==> config.mk <==
export PLATFORM = sky130hd
export DESIGN_NAME = prio_event_encoder
export DESIGN_NICKNAME = d
export VERILOG_FILES = /design/src/rtl/prio_event_encoder.sv
export SDC_FILE = /design/constraint.sdc
export NUM_CORES = 1
export LEC_CHECK = 0
export CAP_MARGIN = 40
export CORE_ASPECT_RATIO = 0.75
export CORE_MARGIN = 10
export CORE_UTILIZATION = 47
export DETAILED_ROUTE_END_ITERATION = 7
export PLACE_DENSITY_LB_ADDON = 0.25
export SETUP_SLACK_MARGIN = 0.05
export SLEW_MARGIN = 20
export SYNTH_ARGS = -nofsm -noshare
export SYNTH_HDL_FRONTEND = slang
export SYNTH_HIERARCHICAL = 1
export SYNTH_SLANG_ARGS = --single-unit
export TNS_END_PERCENT = 100
==> constraint.sdc <==
create_clock -name clk -period 1.5 [get_ports clk]
set_input_delay 0.15 -clock clk [delete_from_list [all_inputs] [get_ports clk]]
set_output_delay 0.15 -clock clk [all_outputs]
set_load 0.02 [all_outputs]
==> src/rtl/prio_event_encoder.sv <==
// Sticky priority event encoder: latches request strobes and presents the highest
// eligible index over a valid/ready handshake. Optional macro PRIO_EVENT_ENCODER_MASK_EN adds mask_i.
module prio_event_encoder_cell (
  input  logic clk,
  input  logic rst,
  input  logic req_i,
  input  logic clr_i,
  output logic pend_o,
  output logic ovf_o
);
  logic pend_q, pend_d, ovf_q, ovf_d;

  // A request coinciding with the clear keeps the bit pending and is not a loss.
  always_comb begin
    pend_d = (pend_q & ~clr_i) | req_i;
    ovf_d  = req_i & pend_q & ~clr_i;
  end

  always_ff @(posedge clk) begin
    if (rst) begin
      pend_q <= 1'b0;
      ovf_q  <= 1'b0;
    end else begin
      pend_q <= pend_d;
      ovf_q  <= ovf_d;
    end
  end

  assign pend_o = pend_q;
  assign ovf_o  = ovf_q;
endmodule

module prio_event_encoder #(
  parameter int N = 8,
  localparam int W = $clog2(N)
) (
  input  logic         clk,
  input  logic         rst,
  input  logic [N-1:0] req_i,
`ifdef PRIO_EVENT_ENCODER_MASK_EN
  input  logic [N-1:0] mask_i,
`endif
  output logic         out_valid,
  input  logic         out_ready,
  output logic [W-1:0] out_idx,
  output logic [N-1:0] pending,
  output logic         overflow
);
  logic [N-1:0] pend_w, ovf_w, clr_vec, elig_mask, eligible;
  logic         out_valid_q, out_valid_d;
  logic [W-1:0] out_idx_q, out_idx_d;
  logic         hs, load;

`ifdef PRIO_EVENT_ENCODER_MASK_EN
  assign elig_mask = mask_i;
`else
  assign elig_mask = '1;
`endif

  assign hs   = out_valid_q & out_ready;
  assign load = ~out_valid_q | hs;

  always_comb begin
    clr_vec = '0;
    if (hs) clr_vec[out_idx_q] = 1'b1;
  end

  genvar g;
  generate
    for (g = 0; g < N; g++) begin : g_cell
      prio_event_encoder_cell u_cell (
        .clk   (clk),
        .rst   (rst),
        .req_i (req_i[g]),
        .clr_i (clr_vec[g]),
        .pend_o(pend_w[g]),
        .ovf_o (ovf_w[g])
      );
    end
  endgenerate

  // Selection sees only pre-edge pending, minus the index being served now.
  assign eligible = pend_w & ~clr_vec & elig_mask;

  always_comb begin
    out_valid_d = out_valid_q;
    out_idx_d   = out_idx_q;
    if (load) begin
      out_valid_d = |eligible;
      out_idx_d   = '0;
      for (int i = 0; i < N; i++)
        if (eligible[i]) out_idx_d = W'(i);
    end
  end

  always_ff @(posedge clk) begin
    if (rst) begin
      out_valid_q <= 1'b0;
      out_idx_q   <= '0;
    end else begin
      out_valid_q <= out_valid_d;
      out_idx_q   <= out_idx_d;
    end
  end

  assign out_valid = out_valid_q;
  assign out_idx   = out_idx_q;
  assign pending   = pend_w;
  assign overflow  = |ovf_w;
endmodule

### Yosys cells after proc, flatten, opt, wreduce, memory -nomap -nowiden

Cells that the tools add are included.

| operators by class | value |
|---|---|
| mux-type cells | 10 |
| magnitude comparators | 2 |
| bitwise logic cells | 45 |
| reductions and logical operators | 3 |

Operator list:

| operator | number |
|---|---|
| bitwise AND 1 bit | 25 |
| two-way mux 3 bit | 6 |
| OR reduction 8 bit | 2 |
| NOT 1 bit | 9 |
| bitwise OR 1 bit | 9 |
| bitwise AND 8 bit | 1 |
| two-way mux 8 bit | 1 |
| NOT 8 bit | 1 |
| less-than comparator 3 x 4 -> 1 bit, second input constant | 1 |
| demux 1 bit (select 3 bit) | 1 |
| greater-or-equal comparator 3 x 1 -> 1 bit, second input constant | 1 |
| two-way mux 1 bit | 2 |
| logical AND 1 bit | 1 |

| storage, ports and cells | value |
|---|---|
| register bits | 20 |
| bits of input ports | 11 |
| output and inout port bits | 13 |

### Logic depth before layout (Yosys ltp)

| logic depth | value |
|---|---|
| word-level depth | 14 |
| gate-level depth with buffers | 6 |
| mapped depth without buffers | 5 |

### Cells and area by module

Netlist, hierarchy kept.

Modules (own cells, without submodules):

| module | area each (um^2) | cells each | sequential area each (um^2) | instances |
|---|---|---|---|---|
| prio_event_encoder_cell | 76.3 | 6 | 40.0 | 8 |
| prio_event_encoder | 367.9 | 48 | 80.1 | 1 |

### Least setup slack after synthesis

Ideal clock, no wire load.

| timing | value |
|---|---|
| path kind | register to register |
| start | reg out_valid_q, in the netlist out_valid |
| end | reg out_valid_q, in the netlist out_valid |
| slack | 0.099 ns |
| setup time | 0.114 ns |
| arrival time | 1.287 ns |
| stages on the path, launching flop included | 6 |
| path through | dfxtp_1 -> nand2b_1 -> buf_6 -> nor4b_2 -> o2111ai_1 -> a21o_1 |

| between the ends | value |
|---|---|
| longest elaborated chain between the ends | 5 |
| elaborated cells between the ends (all ways) | 7 |
| classes of those cells | 1 x mux; 5 x bitwise; 1 x reduce/logical |

RTL lines:

| element | RTL line | RTL |
|---|---|---|
| start, declared | 50 | `logic out_valid_q, out_valid_d;` |
| start signal, assigned | 101 | `out_valid_q <= out_valid_d;` |
| bitwise AND 1 bit | 60 | `assign hs = out_valid_q & out_ready;` |
| two-way mux 8 bit | 65 | `if (hs) clr_vec[out_idx_q] = 1'b1;` |
| via clr_vec[0] | 49 | `logic [N-1:0] pend_w, ovf_w, clr_vec, elig_mask, eligible;` |
| NOT 8 bit | 83 | `assign eligible = pend_w & ~clr_vec & elig_mask;` |
| bitwise AND 8 bit | 83 |  |
| OR reduction 8 bit | 89 | `out_valid_d = \|eligible;` |

The timed path passes the listed nets, and every way through them passes these cells.
A chain may end at the register's enable or synchronous reset.

### Final worst setup path

| timing | value |
|---|---|
| start | reg out_valid_q, in the netlist out_valid |
| end | reg out_idx_q[1], in the netlist out_idx[1] |

| between the ends | value |
|---|---|
| longest elaborated chain between the ends | 10 |
| elaborated cells between the ends (all ways) | 12 |
| classes of those cells | 7 x mux; 5 x bitwise |

RTL lines:

| element | RTL line | RTL |
|---|---|---|
| bitwise AND 1 bit | 60 |  |
| two-way mux 8 bit | 65 |  |
| NOT 8 bit | 83 |  |
| bitwise AND 8 bit | 83 |  |
| two-way mux 3 bit (6 in series) | 92 | `if (eligible[i]) out_idx_d = W'(i);` |
| end signal, assigned | 102 | `out_idx_q <= out_idx_d;` |
| end, declared | 51 | `logic [W-1:0] out_idx_q, out_idx_d;` |

Several ways; a longest one is shown, not always the timed one.

==> out/qor.txt <==
Hold Path Class - in -> reg
WP data arrival - 1.62 ns
Global placer's final weighted congestion - 0.930
Vias - 817
Initial antenna violation count - 0
Pre-antenna DRT Iters - 2
Die height - 59.5 µm
Clock Tree Buf Depth - 2
Initial core utilization - 0.490
Final period util - 0.943
Tmin final - 1.41 ns
Worst hold slack - 0.420 ns
Synth Area in XOR/XNOR - 0
Pwr Density - 872 nW/µm²
Peak VDD IR - 0.000642 V
Synth Area in Compound Gates - 0.202
Adder-Cell Fraction of Synth Area - 0
Synthesis warning total - 6
Max-slew violations - 0
Max frequency - 707 MHz
Avg Vias per Cell - 5.01
Share of cells above drive strength 1 - 0.439
First-pass GRT wire length - 3670 µm
RSZ-0062 raised after global routing - true
Nets - 152
# rows - 14
Overflow after GRT - 0
FILL cells - 158
Initial DRC Count - 40
Internal power - 0.000846 W
Sw frac - 0.309
Mapped Avg Cell Area - 10.2 µm²
Final setup violating endpoints - 0
Max stage delay on crit path - 0.36 ns
Rel. slew slack - 0.804
Seq/Total Area, Yosys - 0.409
Vias in the first global route - 795
Core area - 2000 µm²
Final Util - 0.703
Post-Place Setup Slack - -0.249 ns
Startpoint types - flop
Worst slew pin tran - 0.294 ns
Status - finished, final reports clean
CTS tree - yes
Cell repeated most along the worst path - buf_4
IO Pins - 24
CTS root buffer - clkbuf_4
Share of total power in the clock network - 0.199
Library cells used by synthesis - 27
Post-synth net total - 107
Setup Skew - 0.00609 ns
CTS hold repair buffers - 0
Max_cap viols - 0
Mapped Area - 978 µm²
# clock sinks - 20
Combinational share of power - 0.300
P_sw - 0.000379 W
Post-DP HPWL - 1820 µm
Flop and latch count out of synthesis - 20
P_leak - 0.606 nW
Die width - 72.7 µm
DIE AREA - 4330 µm²
Critical path peak fanout - 5
Setup crit end kind - flop
Critical path's slowest cell - dfxtp_2
Clk_lat worst skew - 0.29 ns
Largest net degree at the start of global routing - 11
PortBufs - 23
Synth Area in Simple Gates - 0.335
H-Tree Depth - 1
Ant. Diodes - 0
GRT Overall Usage - 0.107
Hold violation count in the final report - 0
Routed WL per cell - 14.5 µm
Number of remaining DRC errors - 0
Critical Path RT - 1.71 ns
Crit Path Class - reg -> reg
Final wirelength - 2360 µm
Largest family of logic cells by synthesized area - simple AND/OR/NAND/NOR gates
Num CTS Buffers - 3
Worst-path clk slew - 0.11 ns
Area grow syn2layout - 43.5%
Mux contribution to synthesized area - 0
Routed Antenna Nets - 0
Worst-path cell chain - buf_4 > or2b_1 > a21boi_1 > buf_4 > a311oi_2
Mapped Cells - 96
Worst setup margin - 0.0861 ns
Reg power frac - 0.501
## sequential cells by signal, summed over array words and instances, names as in the netlist
register              count
out_valid                 1
g_cell.u_cell/ovf_o       8
out_idx                   3
g_cell.u_cell/pend_o      8
## placed cells by master, fill, tap and decap left out, types with 2 or more instances in the layout
cell type	netlist	layout
dfxtp_2	0	3
nand2b_4	8	8
dlygate4sd2_1	0	13
nor2_1	8	8
nand2_1	4	3
a21oi_2	8	8
inv_1	11	11
clkdlybuf4s50_1	0	9
clkbuf_4	0	3
nor3_2	8	8
o21ai_2	4	5
a31oi_1	2	2
o21ai_1	3	2
buf_4	0	18
o21a_1	2	2
dfxtp_1	20	16
## cell families (layout without fill, tap and decap cells)
family                 after synthesis  after routing
AOI/OAI and AO/OA                   24             24
buffers and inverters               12             55
DFF                                 20             20
and+or+nand+nor                     40             40
## critical path, delay by kind of cell, from the launching register on
kind / cells / cell delay [ns]
AOI/OAI and AO/OA: 2 / 0.42
buffers and inverters: 2 / 0.29
DFF: 1 / 0.36
and+or+nand+nor: 1 / 0.27
## cell type report
type,instances,area (µm²),share of cell area
well taps,24,30.0,0.0214
repair buffers,41,344,0.245
multi-input cells,64,558,0.398
clock buffers,3,22.5,0.0160
inverters,11,41.3,0.0294
flip-flops and latches,20,408,0.291
## per-stage QoR
| step | instance area (µm²) | total power, W | TNS, ns | cells |
|---|---|---|---|---|
| global route | 1400 | 0.00129 | 0 | 163 |
| CTS | 1340 | 0.00121 | -0.0213 | 157 |
| global placement | 1320 | 0.000970 | -0.776 | 154 |
| detailed placement | 1320 | 0.000977 | -0.841 | 154 |
| floorplan | 978 | 0.000811 | 0 | 96 |
| finish | 1400 | 0.00122 | 0 | 163 |
## repair_timing
| item | in CTS | in global routing |
|---|---|---|
| pin swaps | 0 | 6 |
| buffers inserted | 0 | 6 |
| setup endpoints to repair | 15 | 4 |
| resized for setup | 18 | 9 |
## per-layer routing
metal	vias up	part of all wire	GRT usage
li1	418	-	-
met1	383	0.44	0.120
met2	14	0.51	0.191
met3	2	0.039	0.0352
met4	0	0.011	0.0243
met5	-	0	0
## path summary, 6_finish.rpt
check                          startpoint                      to  slack [ns]  depth (start not counted)
setup / recovery                out_valid              out_idx[1]        0.09                          5
hold / removal                   req_i[1]  g_cell[1].u_cell/ovf_o        0.42                          3
setup reg to reg                out_valid              out_idx[1]        0.09                          5
hold reg to reg   g_cell[7].u_cell/pend_o  g_cell[7].u_cell/ovf_o        0.51                          2
## synthesized netlist by cell type
master	number	area [µm²]
dfxtp_1	20	400
inv_1	11	41.3
a21oi_2	8	70.1
nand2b_4	8	110
nor2_1	8	30.0
nor3_2	8	80.1
nand2_1	4	15.0
o21ai_2	4	35.0
o21ai_1	3	15.0
a31oi_1	2	12.5
nand2b_1	2	12.5
nor4_1	2	12.5
o21a_1	2	15.0
a21boi_1	1	7.51
a21o_1	1	7.51
a311oi_2	1	15.0
and2_1	1	6.26
buf_6	1	11.3
nand3_1	1	5.00
nand3b_1	1	7.51
nand3b_2	1	11.3
nand4_1	1	6.26
nand4b_1	1	8.76
nor4b_2	1	15.0
o2111ai_1	1	8.76
o221a_1	1	11.3
or2b_1	1	7.51
## power by group through the flow
stage          registers (W)  logic [W]  clock network, W
6_report            0.000613   0.000368          0.000244
5_1_grt             0.000619   0.000396          0.000274
4_1_cts             0.000612   0.000337          0.000259
3_5_place_dp        0.000622   0.000355                 0
3_3_place_gp        0.000621   0.000349                 0
2_1_floorplan       0.000653   0.000158                 0
Note: power is estimated with default switching activity, not from simulation.
